===== src/rtl/fetch_pkg.sv =====
// Shared types and helpers for the instruction fetch unit: opcodes, FSM states,
// buffered entry layout and the J-type immediate decoder.
package fetch_pkg;

  localparam logic [6:0] OPC_JAL    = 7'b1101111;
  localparam logic [6:0] OPC_BRANCH = 7'b1100011;
  localparam logic [6:0] OPC_JALR   = 7'b1100111;

  typedef enum logic [1:0] {
    IDLE,
    REQ,
    WAIT
  } fetch_state_t;

  // Entry layout for the default 64-bit PC / 32-bit instruction configuration.
  typedef struct packed {
    logic [63:0] pc;
    logic [31:0] instr;
    logic        pred_taken;
  } fetch_entry_t;

  function automatic logic [63:0] imm_j(input logic [31:0] instr);
    return {{44{instr[31]}}, instr[19:12], instr[20], instr[30:21], 1'b0};
  endfunction

endpackage


===== src/rtl/fetch_fifo.sv =====
// Small fetch buffer: power-of-two depth, combinational head read,
// synchronous flush that discards any same-edge push or pop.
module fetch_fifo
  import fetch_pkg::*;
#(
  parameter int DEPTH = 4,
  parameter int W     = 8
) (
  input  logic                   clk,
  input  logic                   rst_n,
  input  logic                   push,
  input  logic [W-1:0]           push_data,
  input  logic                   pop,
  input  logic                   flush,
  output logic [W-1:0]           head_data,
  output logic                   full,
  output logic                   empty,
  output logic [$clog2(DEPTH):0] count
);

  localparam int AW = $clog2(DEPTH);
  localparam logic [AW:0] DEPTH_C = (AW+1)'(DEPTH);

  logic [W-1:0]  mem_q [DEPTH];
  logic [AW-1:0] wr_ptr_q, wr_ptr_d;
  logic [AW-1:0] rd_ptr_q, rd_ptr_d;
  logic [AW:0]   count_q, count_d;
  logic          do_push, do_pop;

  assign do_push = push && !full;
  assign do_pop  = pop && !empty;

  always_comb begin
    wr_ptr_d = wr_ptr_q;
    rd_ptr_d = rd_ptr_q;
    count_d  = count_q;
    if (flush) begin
      wr_ptr_d = '0;
      rd_ptr_d = '0;
      count_d  = '0;
    end else begin
      if (do_push) wr_ptr_d = wr_ptr_q + AW'(1);
      if (do_pop)  rd_ptr_d = rd_ptr_q + AW'(1);
      count_d = count_q + (AW+1)'(do_push) - (AW+1)'(do_pop);
    end
  end

  always_ff @(posedge clk or negedge rst_n) begin
    if (!rst_n) begin
      wr_ptr_q <= '0;
      rd_ptr_q <= '0;
      count_q  <= '0;
    end else begin
      wr_ptr_q <= wr_ptr_d;
      rd_ptr_q <= rd_ptr_d;
      count_q  <= count_d;
    end
  end

  // Storage carries no reset; the consumer masks the head while empty.
  always_ff @(posedge clk) begin
    if (do_push && !flush) mem_q[wr_ptr_q] <= push_data;
  end

  assign head_data = mem_q[rd_ptr_q];
  assign full      = (count_q == DEPTH_C);
  assign empty     = (count_q == '0);
  assign count     = count_q;

endmodule


===== src/rtl/instruction_fetch_unit.sv =====
// Fetch stage: one outstanding imem request, buffered {pc,instr} delivery to decode,
// execute redirects with response kill. Define JAL_PREDICT_EN for fetch-side JAL following.
module instruction_fetch_unit
  import fetch_pkg::*;
#(
  parameter int              XLEN       = 64,
  parameter int              ILEN       = 32,
  parameter logic [XLEN-1:0] RESET_PC   = '0,
  parameter int              FIFO_DEPTH = 4
) (
  input  logic            clk,
  input  logic            rst_n,
  output logic            imem_req,
  output logic [XLEN-1:0] imem_addr,
  input  logic            imem_gnt,
  input  logic            imem_rvalid,
  input  logic [ILEN-1:0] imem_rdata,
  input  logic            redirect_valid,
  input  logic [XLEN-1:0] redirect_target,
  output logic            if_valid,
  input  logic            if_ready,
  output logic [ILEN-1:0] if_instr,
  output logic [XLEN-1:0] if_pc,
  output logic            if_pred_taken
);

  localparam int CW = $clog2(FIFO_DEPTH) + 1;
  localparam int EW = XLEN + ILEN + 1;
  localparam logic [CW-1:0] FIFO_DEPTH_C = CW'(FIFO_DEPTH);

  fetch_state_t    state_q, state_d;
  logic [XLEN-1:0] fetch_pc_q, fetch_pc_d;
  logic [XLEN-1:0] addr_q, addr_d;
  logic            kill_q, kill_d;

  logic [XLEN-1:0] target;
  logic            push_en, pop_en, push_pred;
  logic [CW-1:0]   fifo_count, count_after;
  logic            fifo_full, fifo_empty;
  logic [EW-1:0]   head;

  assign target  = redirect_target & ~XLEN'(3);
  assign pop_en  = !fifo_empty && if_ready && !redirect_valid;
  assign push_en = (state_q == WAIT) && imem_rvalid && !kill_q && !redirect_valid && !fifo_full;

`ifdef JAL_PREDICT_EN
  logic [XLEN-1:0] jal_target;
  assign push_pred  = (imem_rdata[6:0] == OPC_JAL);
  assign jal_target = addr_q + XLEN'(imm_j(imem_rdata[31:0]));
`else
  assign push_pred  = 1'b0;
`endif

  // Occupancy after this edge; with nothing outstanding afterwards it is the whole space test.
  always_comb begin
    if (redirect_valid) count_after = '0;
    else                count_after = fifo_count + CW'(push_en) - CW'(pop_en);
  end

  always_comb begin
    state_d    = state_q;
    fetch_pc_d = fetch_pc_q;
    addr_d     = addr_q;
    kill_d     = kill_q;
    case (state_q)
      IDLE: begin
        if (redirect_valid) fetch_pc_d = target;
        if (count_after < FIFO_DEPTH_C) state_d = REQ;
      end
      REQ: begin
        if (imem_gnt) state_d = WAIT;
        // A pending request cannot be withdrawn, so its response is marked for dropping.
        if (redirect_valid) begin
          fetch_pc_d = target;
          kill_d     = 1'b1;
        end else if (imem_gnt && !kill_q) begin
          fetch_pc_d = addr_q + XLEN'(4);
        end
      end
      WAIT: begin
        if (imem_rvalid) begin
          kill_d  = 1'b0;
          state_d = (count_after < FIFO_DEPTH_C) ? REQ : IDLE;
          if (redirect_valid) fetch_pc_d = target;
`ifdef JAL_PREDICT_EN
          else if (push_en && push_pred) fetch_pc_d = jal_target;
`endif
        end else if (redirect_valid) begin
          fetch_pc_d = target;
          kill_d     = 1'b1;
        end
      end
      default: state_d = IDLE;
    endcase
    // Address is captured on entry to REQ so it stays stable until granted.
    if (state_d == REQ && state_q != REQ) addr_d = fetch_pc_d;
  end

  always_ff @(posedge clk or negedge rst_n) begin
    if (!rst_n) begin
      state_q    <= IDLE;
      fetch_pc_q <= RESET_PC;
      addr_q     <= RESET_PC;
      kill_q     <= 1'b0;
    end else begin
      state_q    <= state_d;
      fetch_pc_q <= fetch_pc_d;
      addr_q     <= addr_d;
      kill_q     <= kill_d;
    end
  end

  fetch_fifo #(
    .DEPTH (FIFO_DEPTH),
    .W     (EW)
  ) u_fifo (
    .clk       (clk),
    .rst_n     (rst_n),
    .push      (push_en),
    .push_data ({addr_q, imem_rdata, push_pred}),
    .pop       (pop_en),
    .flush     (redirect_valid),
    .head_data (head),
    .full      (fifo_full),
    .empty     (fifo_empty),
    .count     (fifo_count)
  );

  assign imem_req      = (state_q == REQ);
  assign imem_addr     = addr_q;
  assign if_valid      = !fifo_empty;
  assign if_pc         = fifo_empty ? '0 : head[EW-1 -: XLEN];
  assign if_instr      = fifo_empty ? '0 : head[ILEN:1];
  assign if_pred_taken = !fifo_empty && head[0];

endmodule


===== config.mk =====
export PLATFORM = sky130hd
export DESIGN_NAME = instruction_fetch_unit
export DESIGN_NICKNAME = d
export VERILOG_FILES = /design/src/rtl/fetch_pkg.sv /design/src/rtl/fetch_fifo.sv /design/src/rtl/instruction_fetch_unit.sv
export SDC_FILE = /design/constraint.sdc
export NUM_CORES = 1
export LEC_CHECK = 0
export CAP_MARGIN = 20
export CELL_PAD_IN_SITES_DETAIL_PLACEMENT = 1
export CELL_PAD_IN_SITES_GLOBAL_PLACEMENT = 1
export CORE_AREA = 4 4 231 233
export DETAILED_ROUTE_END_ITERATION = 7
export DIE_AREA = 0 0 235 237
export PLACE_DENSITY_LB_ADDON = 0.05
export SYNTH_ARGS = -nofsm -noshare
export SYNTH_HDL_FRONTEND = slang
export SYNTH_SLANG_ARGS = --single-unit

===== constraint.sdc =====
create_clock -name clk -period 5.4 [get_ports clk]
set_clock_uncertainty 0.15 [all_clocks]
set_input_delay 1.35 -clock clk [delete_from_list [all_inputs] [get_ports clk]]
set_output_delay 1.35 -clock clk [all_outputs]
set_load 0.02 [all_outputs]

# == Word-level counts from Yosys, hierarchy flattened ==
# Memory sizes are Yosys's and may differ from the RTL's.
# Index checks and enable logic that the tools add are counted.
# word_totals
ff_bits,138
mem_bits_rw,384
in_bits,102
out_inout_bits,163
wordCells,65
n_memories,1
# op_classes
addsub,7
n_lt_le_gt_ge,1
eq_ne,5
n_mux,22
reduce_logical,22
# memory_table
name,words,word_bits,read_ports,rd_ports_with_merged_regs,write_ports,line_no,text
u_fifo.mem_q,4,96,1,0,1,fetch_fifo.sv:24,logic [W-1:0] mem_q [DEPTH];
# op_table
cell,count
2-to-1 mux 64 bit,4
case mux 64 bit (2 select lines),1
adder 64 x 3 -> 64 bit (second input constant),1
2-to-1 mux 32 bit,1
2-to-1 mux 2 bit,7
logical AND 1 bit,11
adder 3 x 1 -> 3 bit,2
2-to-1 mux 3 bit,2
case mux 2 bit (3 select lines),1
nonzero test 2 bit,3
subtractor 3 x 1 -> 3 bit,2
2-to-1 mux 1 bit,5
adder 2 x 1 -> 2 bit (second input constant),2
equality test 2 x 1 -> 1 bit (second input constant),2
zero test 1 bit,4
equality test 3 bit (second input constant),1
zero test 3 bit,1
< comparator 3 bit (second input constant),1
equality test 2 bit (second input constant),1
zero test 2 bit,1
!= test 2 x 1 -> 1 bit (second input constant),1
case mux 1 bit (2 select lines),1
OR reduction 2 bit,1
logical AND 1 bit (second input constant),1

# == Longest topological paths before layout ==
# Gate-level depths: netlist (run 1).
# depth
word_depth,14
depth_mapped,16
mapped_depth_nobuf,12

# == Cells and area by module ==
# From an unflattened synthesis (run 1), not the netlist that was laid out.
# unflattened
cells_unflattened,1562
area_unflattened_um2,23251.0
# by_module_without_submodules
mod,instances,cells_per_inst,area_per_inst_um2,seq_area_each_um2
fetch_fifo,1,555,14430.1,11826.3
instruction_fetch_unit,1,1007,8821.0,3278.1

# == Worst setup path after synthesis (run 1) ==
# No wires, ideal clock.
# synth_path
path_type,in2reg
from,input redirect_valid
to,register addr_q[10] (netlist: imem_addr[10])
setup_time_ns,0.125
arrival_ns,4.647
t_required_ns,5.125
slack_ns,0.478
cell_stages,14
n_path_buf,5
path_cell_list,clkbuf_1 clkbuf_1 buf_1 buf_1 nor2_1 ha_1 inv_1 ha_1 a41oi_1 xnor2_1 o22ai_1 a2111oi_4 buf_2 mux2_2
# synth_via
elab_chain_len,12
word_cells_on_any_way,17
classes_between,2 x add/sub; 1 x order compare; 1 x eq/ne; 8 x mux; 5 x reduce/logical
# synth_rtl
element,line_no,text
start: declaration,instruction_fetch_unit.sv:18,"input logic redirect_valid,"
zero test 1 bit,"instruction_fetch_unit.sv:43, instruction_fetch_unit.sv:44",
logical AND 1 bit (2 in series),instruction_fetch_unit.sv:44,assign push_en = (state_q == WAIT) && imem_rvalid && !kill_q && !redirect_valid && !fifo_full;
adder 3 x 1 -> 3 bit,instruction_fetch_unit.sv:57,else count_after = fifo_count + CW'(push_en) - CW'(pop_en);
subtractor 3 x 1 -> 3 bit,instruction_fetch_unit.sv:57,
2-to-1 mux 3 bit,instruction_fetch_unit.sv:56,if (redirect_valid) count_after = '0;
< comparator 3 bit,"instruction_fetch_unit.sv:68, instruction_fetch_unit.sv:83",
2-to-1 mux 1 bit,instruction_fetch_unit.sv:83,state_d = (count_after < FIFO_DEPTH_C) ? REQ : IDLE;
2-to-1 mux 2 bit,instruction_fetch_unit.sv:81,if (imem_rvalid) begin
case mux 2 bit (3 select lines),instruction_fetch_unit.sv:65,case (state_q)
equality test 2 x 1 -> 1 bit,instruction_fetch_unit.sv:96,if (state_d == REQ && state_q != REQ) addr_d = fetch_pc_d;
logical AND 1 bit,instruction_fetch_unit.sv:96,
end signal: assignment,instruction_fetch_unit.sv:108,addr_q <= addr_d;
end: declaration,instruction_fetch_unit.sv:33,"logic [XLEN-1:0] addr_q, addr_d;"
# Several ways; a longest one is shown, not always the timed one.
# A chain may end at the register's enable or synchronous reset.

# == Worst setup path in the final report (run 1) ==
# layout_path
from,register u_fifo.rd_ptr_q[0]
to,output if_instr[13]
# layout_via
elab_chain_len,2
# layout_rtl
element,line_no,text
start: declaration,fetch_fifo.sv:26,"logic [AW-1:0] rd_ptr_q, rd_ptr_d;"
start signal: assignment,fetch_fifo.sv:55,rd_ptr_q <= rd_ptr_d;
memory (4 x 96 bit),--,
2-to-1 mux 32 bit,instruction_fetch_unit.sv:133,assign if_instr = fifo_empty ? '0 : head[ILEN:1];
end: declaration,instruction_fetch_unit.sv:22,"output logic [ILEN-1:0] if_instr,"
# Every way passes these cells.

==> results.ini, run 1 <==
[outcome]
status = complete, no violations

[clocking]
cts_resized = 0
clkSinkCount = 522
hold_buffers = 0
htreeDepth = 2
root_buffer = clkbuf_16
clk_latency_ns = 0.61
postCtsSetupRepairBufs = 0
cts_tree = built
cts_buffer_depth = 3
cts_made_buffers = 56
cts.reportedPaths.clkPinSlew_ns = 0.06

[pwr]
clkPwrFrac_pct = 25.8
power_density_nw_per_um2 = 530
power_frac_seq_pct = 38.4
p_sw_share_pct = 35.9
p_switching_mw = 5.38
p_int_mw = 9.60
pwr-share-comb_pct = 35.8
p_leak_nw = 9.75
vdd_drop_max_v = 0.000322

[global_route]
grt_usage_pct = 22.7
grt_pass1_vias = 15800
grt_remaining_overflow = 0
grt_max_degree = 85
grt_pass1_wl_um = 97900
antenna_found_initial = 3
grt_busiest_layer = met2
grtUsageMet2_pct = 38.4
grt_use_met1_pct = 31.0
met3_usage_pct = 3.39

[sta]
setup_tns_ns = 0
layout_worst_path_cycle_share_pct = 84.8
max_freq_mhz = 218
period_needed_ns = 4.58
finalMaxSlewViolations = 0
rsz0062_at_grt = false
setup_ws_ns = 0.819
hold_viol = 0
worstMarginPinSlew_ns = 0.961
relSlewSlack_pct = 35.4
setup_violations = 0

[drt]
wl_per_cell_um = 24.7
vias_per_cell = 5.68
wl_um = 63500
remaining_drc_errors = 0
antenna_left = 0
first_pass_iters = 5
drtIter0Drc = 778
vias = 14600

[setup_path]
r2r_start = u_fifo.count[2]
end_kind = output port
crit_fanout = 27
r2r_cells = 12
crit_type = flip-flop to output port
crit_arrival_ns = 3.08
critPathLaunchType = flip-flop
rr_endpoint = imem_addr[45]
required_ns = 3.90
rrSetupSlack_ns = 1.40

[placement]
io_buffers = 261
placed_area_um2 = 26400
finalWeightedCongestion = 0.826
dpl_worst_slack_ns = 0.524
hpwlAfterDp_um = 41600
dp.cells = 2462

[floorplanning]
die_h_um = 237
coreArea_um2 = 51200
start_util_pct = 44.5
dieWidth_um = 235
pin_count = 265
fp-row-count = 83
dieArea_um2 = 55700

[finish]
design_area_um2 = 28300
n_fill_cell = 4867
areaGrowthSynthToFinish_pct = 24.0
fin_util_pct = 55.2
layout.cells.non_filler = 2571
final_cell_mix = edfxtp_1, clkdlybuf4s50_1, dfrtp_1, nand2_1, o21ai_0
fin_nets = 1956
drive_gt1_share_pct = 15.1
layout_commonest_cell = edfxtp_1

[synth]
ys_seq_area_share_pct = 65.7
synth_seq_cells = 522
synthArstFlopShare_pct = 26.4
synth_nets = 1681
ys.flop_type = edfxtp_1
yosysUniqueCellTypes = 80
netlist_instances = 1565
ys_warn_count = 0
avgSynthCellArea_um2 = 14.6
synth_top_cell_by_area = edfxtp_1
synth_edf_count = 384
netlist_top_cells_area = edfxtp_1, dfrtp_1, mux4_2, and2_1, o21ai_0
yosysTopAreaCellShare_pct = 50.6
synth_area_um2 = 22800

[worst_hold_path]
hold_depth = 1
hp-start = fetch_pc_q[8]
whs_endpoint = fetch_pc_q[8]
hp-class = flip-flop to flip-flop

[job]
cap_viol_max_count = 0

cells by family after synthesis:
logic type | after synthesis | share of synthesized area [%]
adder cells (fa/ha/maj) | 14 | 0.801
multiplexers | 123 | 10.8
XOR/XNOR | 63 | 2.42
AND/OR/NAND/NOR | 454 | 10.2
other | 1 | 0.0164
AO/OA/AOI/OAI | 275 | 8.07
flip-flops | 522 | 65.7
buffers and inverters | 113 | 1.94
per-layer routing:
metal | vias up | share of wire [%]
met2 | 354 | 50
met5 | - | 0
met1 | 7664 | 44
met4 | 0 | 1.9
li1 | 6520 | -
met3 | 78 | 4.6
worst max-delay path, stage by stage, from the launching register on:
cell	delay (ns)
dfrtp_4	0.83
buf_4	0.37
mux4_2	0.52
and2_1	0.16
clkdlybuf4s50_1	0.57
worst max path at each step:
stage                  startpoint       endpoint  slack [ns]  cells after the start
2_1_floorplan      redirect_valid  imem_addr[10]        0.48                     14
3_3_place_gp             if_ready  imem_addr[45]        0.58                     12
3_5_place_dp             if_ready  imem_addr[32]        0.52                     12
4_1_cts        u_fifo.rd_ptr_q[0]    if_instr[2]        0.71                      4
5_1_grt        u_fifo.rd_ptr_q[0]   if_instr[20]        0.64                      4
6_report       u_fifo.rd_ptr_q[0]   if_instr[13]        0.82                      4
flip-flops by register name, indices dropped and copies added (netlist names):
name / cells
fetch_pc_q: 64
imem_addr: 64
kill_q: 1
state_q: 2
u_fifo.count: 3
u_fifo.mem_q: 384
u_fifo.rd_ptr_q: 2
u_fifo.wr_ptr_q: 2
cells in the mapped netlist, drive strengths merged, types with 6 or more instances:
cell	instances
a2111oi	10
a21oi	56
a22oi	9
a2bb2oi	15
and2	98
and3	14
buf	25
clkbuf	66
dfrtp	138
edfxtp	384
ha	13
inv	19
mux2	25
mux4	96
nand2	124
nand3	38
nand4	14
nor2	91
nor2b	6
nor3	35
nor4	7
o21ai	105
o22a	11
o22ai	10
o31ai	8
xnor2	27
xor2	36
through the flow:
step | power, mW | hold slack, ns
after floorplan | 8.85 | 0.303
after global placement | 11.1 | 0.315
after detailed placement | 11.2 | 0.327
after CTS | 15.1 | 0.340
after global routing | 15.8 | 0.359
final | 15.0 | 0.340
power groups by stage:
stage / registers, mW / logic, mW / clock network (mW)
after CTS: 5.75 / 5.43 / 3.96
after floorplan: 5.72 / 3.13 / 0
after global routing: 5.86 / 5.80 / 4.14
final: 5.75 / 5.37 / 3.87
after global placement: 5.79 / 5.29 / 0
after detailed placement: 5.83 / 5.39 / 0
layout make-up:
type	instances	area, um^2	share of cell area (%)
Antenna cell	3	7.51	0.0266
Clock buffer	73	1560	5.51
Clock inverter	33	308	1.09
Inverter	22	82.6	0.292
Multi-Input combinational cell	930	7410	26.2
Sequential cell	522	15000	53.0
Tap cell	680	851	3.01
Timing Repair Buffer	308	3050	10.8
No activity file was read; power rests on OpenSTA's default activity.
==> run 2, diff against run 1 <==
Clock period 5.4 ns to 4.6 ns, I/O delays scaled along.
==> run 2 against run 1 <==
Compared with the run above: final area is 0.46% higher; clock-buffer cell count is 11 higher; combinational power is 21% higher; power is 18% higher; via count is 0.25% lower; core utilization is 0.25 points higher; setup slack worse by 0.38 ns; sequential share of layout area is 0.24 points lower; die area stayed put; sequential power is 16% higher.
==> results.ini, run 2 (synthesized netlist as in run 1, its figures left out) <==
[outcome]
status = complete, no violations  ; unchanged

[sta]
max_freq_mhz = 240
layout_worst_path_cycle_share_pct = 90.5
rsz0062_at_grt = false  ; unchanged
setup_violations = 0  ; unchanged
relSlewSlack_pct = 37.5  ; was 35.4%
hold_viol = 0  ; unchanged
period_needed_ns = 4.16
finalMaxSlewViolations = 0  ; unchanged
setup_tns_ns = 0  ; unchanged
worstMarginPinSlew_ns = 0.930  ; was 0.961 ns

[clocking]
clkSinkCount = 522  ; unchanged
cts_buffer_depth = 3  ; unchanged
hold_buffers = 0  ; unchanged
root_buffer = clkbuf_16  ; unchanged
cts_tree = built  ; unchanged
cts.reportedPaths.clkPinSlew_ns = 0.06  ; about the same
cts_resized = 0  ; unchanged
postCtsSetupRepairBufs = 0  ; unchanged
htreeDepth = 2  ; unchanged
clk_latency_ns = 0.60  ; was 0.61 ns
cts_made_buffers = 57  ; was 56

[placement]
finalWeightedCongestion = 0.808  ; was 0.826
io_buffers = 261  ; unchanged
hpwlAfterDp_um = 40700  ; was 41,600 um

[job]
cap_viol_max_count = 0  ; unchanged

[drt]
wl_um = 63200  ; was 63,500 um
vias_per_cell = 5.67  ; was 5.68
antenna_left = 0  ; unchanged
vias = 14600  ; about the same
first_pass_iters = 5  ; unchanged
wl_per_cell_um = 24.5  ; was 24.7 um
drtIter0Drc = 843  ; was 778
remaining_drc_errors = 0  ; unchanged

[pwr]
p_sw_share_pct = 35.5  ; was 35.9%
p_int_mw = 11.4  ; was 9.60 mW
vdd_drop_max_v = 0.000341  ; was 0.000322 V
pwr-share-comb_pct = 36.8  ; was 35.8%
total_power_mw = 17.6  ; was 15.0 mW
p_leak_nw = 9.78  ; was 9.75 nW
p_switching_mw = 6.26  ; was 5.38 mW
clkPwrFrac_pct = 25.5  ; was 25.8%
power_frac_seq_pct = 37.7  ; was 38.4%
power_density_nw_per_um2 = 621  ; was 530 nW/um^2

[worst_hold_path]
hold_depth = 1  ; unchanged
hp-start = fetch_pc_q[10]  ; was fetch_pc_q[8]
hp-class = flip-flop to flip-flop  ; unchanged
whs_endpoint = fetch_pc_q[10]  ; was fetch_pc_q[8]

[setup_path]
crit_type = flip-flop to output port  ; unchanged
rr_endpoint = imem_addr[45]  ; unchanged
end_kind = output port  ; unchanged
crit_arrival_ns = 2.86  ; was 3.08 ns
crit_fanout = 63  ; was 27
required_ns = 3.30  ; was 3.90 ns
critPathLaunchType = flip-flop  ; unchanged
r2r_start = u_fifo.count[1]  ; was u_fifo.count[2]
rrSetupSlack_ns = 1.02  ; was 1.40 ns
r2r_cells = 12  ; unchanged

[global_route]
grt_use_met1_pct = 31.4  ; was 31.0%
grt_remaining_overflow = 0  ; unchanged
grt_busiest_layer = met2  ; unchanged
grt_usage_pct = 22.6  ; was 22.7%
antenna_found_initial = 4  ; was 3
met3_usage_pct = 3.81  ; was 3.39%
grt_pass1_wl_um = 98200  ; was 97,900 um
grtUsageMet2_pct = 37.5  ; was 38.4%
grt_max_degree = 99  ; was 85
grt_pass1_vias = 15900  ; was 15,800

[floorplanning]
dieWidth_um = 235  ; unchanged
start_util_pct = 44.5  ; unchanged
pin_count = 265  ; unchanged
coreArea_um2 = 51200  ; unchanged
fp-row-count = 83  ; unchanged
dieArea_um2 = 55700  ; unchanged
die_h_um = 237  ; unchanged

[finish]
final_cell_mix = edfxtp_1, clkdlybuf4s50_1, dfrtp_1, nand2_1, o21ai_0  ; unchanged
top_register = u_fifo.mem_q  ; unchanged
drive_gt1_share_pct = 14.7  ; was 15.1%
areaGrowthSynthToFinish_pct = 24.5  ; was 24.0%
largest_reg_flops = 384  ; unchanged
layout_commonest_cell = edfxtp_1  ; unchanged
fin_nets = 1958  ; was 1,956

-- run 2: cell types whose count changed in the layout (fill, tap and decap cells not counted), moves of 2 or more --
cell	before	now
buf_12	7	17
buf_4	40	30
clkbuf_1	9	19
clkbuf_16	57	59
clkinv_2	11	8
clkinv_4	2	0
clkinvlp_4	5	1
-- run 2: cell type report --
class / count / area, um^2
clock inverter: 23 / 210
fill: 4895 / 22800
clock buffer: 84 / 1630
inverter: 22 / 82.6
sequential: 522 / 15000
timing repair buffer: 309 / 3210
antenna: 3 / 7.51
multi-input combinational: 930 / 7410
tap: 680 / 851
-- run 2: through the flow --
step | area (um^2) | worst slack [ns] | hold slack [ns] | utilization (%) | instances
detailed placement | 26500 | 0.129 | 0.324 | 51.8 | 2462
global route | 28400 | 0.295 | 0.341 | 55.5 | 2571
finish | 28400 | 0.439 | 0.340 | 55.5 | 2573
global placement | 26500 | 0.157 | 0.313 | 51.8 | 2462
floorplan | 22800 | 0.0425 | 0.303 | - | 1565
CTS | 28400 | 0.249 | 0.338 | 55.4 | 2569
-- run 2: worst max path at each step --
stage / startpoint / endpoint / slack, ns / depth (start not counted)
detailed placement: redirect_valid / imem_addr[45] / 0.13 / 11
global placement: redirect_valid / imem_addr[32] / 0.16 / 11
CTS: u_fifo.count[1] / if_pc[0] / 0.25 / 4
global route: u_fifo.rd_ptr_q[0] / if_pc[16] / 0.30 / 4
floorplan: redirect_valid / imem_addr[10] / 0.04 / 14
finish: u_fifo.rd_ptr_q[0] / if_pc[12] / 0.44 / 4
-- run 2: power groups by stage --
| stage | Combinational (mW) | Clock, mW | Sequential, mW |
|---|---|---|---|
| after floorplan | 3.68 | 0 | 6.71 |
| after global placement | 6.37 | 0 | 6.69 |
| after detailed placement | 6.51 | 0 | 6.75 |
| after CTS | 6.55 | 4.62 | 6.66 |
| after global routing | 7.05 | 4.82 | 6.76 |
| final | 6.49 | 4.49 | 6.65 |
-- run 2: routing by layer --
layer  wire length [um]  up-vias
li1                   -     6520
met1              28400     7648
met2              30400      317
met3               2720       94
met4               1590        0
met5                  0        -
-- run 2: worst max-delay path: stages, from the launching register on --
cell and delay [ns]:
dfrtp_4 0.44, buf_12 0.43, mux4_2 0.58, and2_1 0.17
clkdlybuf4s50_1 0.55
==> run 3, diff against run 2 <==
Settings changed: CORE_AREA 4 4 231 233 to 2 2 229 231, DIE_AREA 0 0 235 237 to 0 0 231 233, HOLD_SLACK_MARGIN set to 0.15.
==> run 3 against run 2 <==
Compared with the run above: final area is 0.11% lower; first-iteration DRC count is 10% lower; clock power hardly changed; critical endpoint is now if_instr[2]; clock-buffer cell count is 11 lower; hold slack worse by 0.0048 ns; die area is 3.4% lower; non-clock buffer count is 3 higher; core utilization is 0.054 points higher; register-to-register slack worse by 0.10 ns.
==> results.ini, run 3 (synthesized netlist as in run 1, its figures left out) <==
[pwr]
power_frac_seq_pct = 37.9  ; was 37.7%
p_switching_mw = 6.26  ; about the same
p_int_mw = 11.4  ; about the same
clkPwrFrac_pct = 25.4  ; was 25.5%
pwr-share-comb_pct = 36.7  ; was 36.8%
power_density_nw_per_um2 = 623  ; was 621 nW/um^2
p_leak_nw = 9.78  ; about the same
vdd_drop_max_v = 0.000363  ; was 0.000341 V
total_power_mw = 17.7  ; was 17.6 mW
p_sw_share_pct = 35.4  ; was 35.5%

[finish]
fin_util_pct = 55.5  ; about the same
design_area_um2 = 28400  ; about the same
largest_reg_flops = 384  ; unchanged
top_register = u_fifo.mem_q  ; unchanged
final_cell_mix = edfxtp_1, clkdlybuf4s50_1, dfrtp_1, nand2_1, o21ai_0  ; unchanged
areaGrowthSynthToFinish_pct = 24.4  ; was 24.5%
layout_commonest_cell = edfxtp_1  ; unchanged
multiInputGateArea_um2 = 7410  ; unchanged
layout.cells.non_filler = 2569  ; was 2,573
n_fill_cell = 4915  ; was 4,895
drive_gt1_share_pct = 14.9  ; was 14.7%
fin_nets = 1959  ; was 1,958
area.sequential_um2 = 15000  ; unchanged

[drt]
met1_length_um = 27800  ; was 28,400 um
wl_um = 63300  ; was 63,200 um
wl_met2_um = 31100  ; was 30,400 um
first_pass_iters = 5  ; unchanged
drtIter0Drc = 755  ; was 843
vias_per_cell = 5.72  ; was 5.67
vias = 14700  ; was 14,600
antenna_left = 0  ; unchanged
wl_per_cell_um = 24.6  ; was 24.5 um
wl_met3_um = 3140  ; was 2720 um
dr.max_layer_used = met5  ; was met4
remaining_drc_errors = 0  ; unchanged

[global_route]
grt_remaining_overflow = 0  ; unchanged
grt_pass1_wl_um = 97300  ; was 98,200 um
grt_pass1_vias = 15800  ; was 15,900
antenna_found_initial = 1  ; was 4
grt_max_degree = 71  ; was 99
grt_usage_pct = 24.0  ; was 22.6%

[floorplanning]
dieWidth_um = 231  ; was 235 um
pin_count = 265  ; unchanged
die_h_um = 233  ; was 237 um
start_util_pct = 44.6  ; was 44.5%
dieArea_um2 = 53800  ; was 55,700 um^2
coreArea_um2 = 51100  ; was 51,200 um^2
fp-row-count = 83  ; unchanged

[clocking]
cts.reportedPaths.clkPinSlew_ns = 0.06  ; about the same
cts_resized = 0  ; unchanged
root_buffer = clkbuf_16  ; unchanged
postCtsSetupRepairBufs = 0  ; unchanged
cts_tree = built  ; unchanged
hold_buffers = 0  ; unchanged
cts_buffer_depth = 3  ; unchanged
htreeDepth = 2  ; unchanged
clk_latency_ns = 0.61  ; was 0.60 ns
cts_made_buffers = 55  ; was 57
clkSinkCount = 522  ; unchanged

[setup_path]
critPathLaunchType = flip-flop  ; unchanged
crit_fanout = 18  ; was 63
crit_arrival_ns = 2.94  ; was 2.86 ns
required_ns = 3.30  ; about the same
rrSetupSlack_ns = 0.92  ; was 1.02 ns
end_kind = output port  ; unchanged
crit_type = flip-flop to output port  ; unchanged

[sta]
hold_ws_ns = 0.335  ; was 0.340 ns
rsz0062_at_grt = false  ; unchanged
period_needed_ns = 4.24  ; was 4.16 ns
setup_ws_ns = 0.356  ; was 0.439 ns
finalMaxSlewViolations = 0  ; unchanged
setup_tns_ns = 0  ; unchanged
max_freq_mhz = 236  ; was 240 MHz
layout_worst_path_cycle_share_pct = 92.3  ; was 90.5%
setup_violations = 0  ; unchanged
relSlewSlack_pct = 35.6  ; was 37.5%
worstMarginPinSlew_ns = 0.959  ; was 0.930 ns
hold_viol = 0  ; unchanged

[placement]
placed_area_um2 = 26500  ; about the same
dp.cells = 2466  ; was 2,462
hpwlAfterDp_um = 40800  ; was 40,700 um
dpl_worst_slack_ns = 0.0861  ; was 0.129 ns
finalWeightedCongestion = 0.816  ; was 0.808
io_buffers = 261  ; unchanged

[outcome]
status = complete, no violations  ; unchanged

[job]
cap_viol_max_count = 0  ; unchanged

[worst_hold_path]
hp-class = flip-flop to flip-flop  ; unchanged

[run 3: worst paths after layout]
kind / from / end / cells past startpoint
worst min register to register: fetch_pc_q[7] / fetch_pc_q[7] / 1
worst max register to register: state_q[1] / imem_addr[53] / 9
min in group asynchronous: rst_n / fetch_pc_q[18] / 1
max in group asynchronous: rst_n / imem_addr[51] / 2
worst min-delay path: fetch_pc_q[7] / fetch_pc_q[7] / 1
worst max-delay path: u_fifo.rd_ptr_q[0] / if_instr[2] / 4
[run 3: critical path, cell delays in order, from the launching register on]
cell             delay (ns)
dfrtp_4                0.64
buf_4                  0.43
mux4_2                 0.57
and2_1                 0.17
clkdlybuf4s50_1        0.53
[run 3: per-layer routing]
metal  up-vias  GRT usage [%]
li1       6518              -
met1      7715           32.9
met2       376           40.1
met3        94           3.84
met4         2           5.89
met5         -              0
[run 3: power by group through the flow]
stage               combinational (mW)  sequential [mW]  clock, mW
finish                            6.48             6.70       4.50
global route                      7.03             6.81       4.78
CTS                               6.57             6.70       4.60
detailed placement                6.53             6.79          0
global placement                  6.40             6.74          0
floorplan                         3.68             6.71          0
[run 3: area by class of cell]
cell class,instances,share of cell area (%)
diodes,1,0.00882
repair buffers,312,11.3
clock inverters,29,1.12
multi-input cells,930,26.1
well taps,680,3.00
flip-flops and latches,522,52.9
inverters,22,0.291
clock buffers,73,5.27
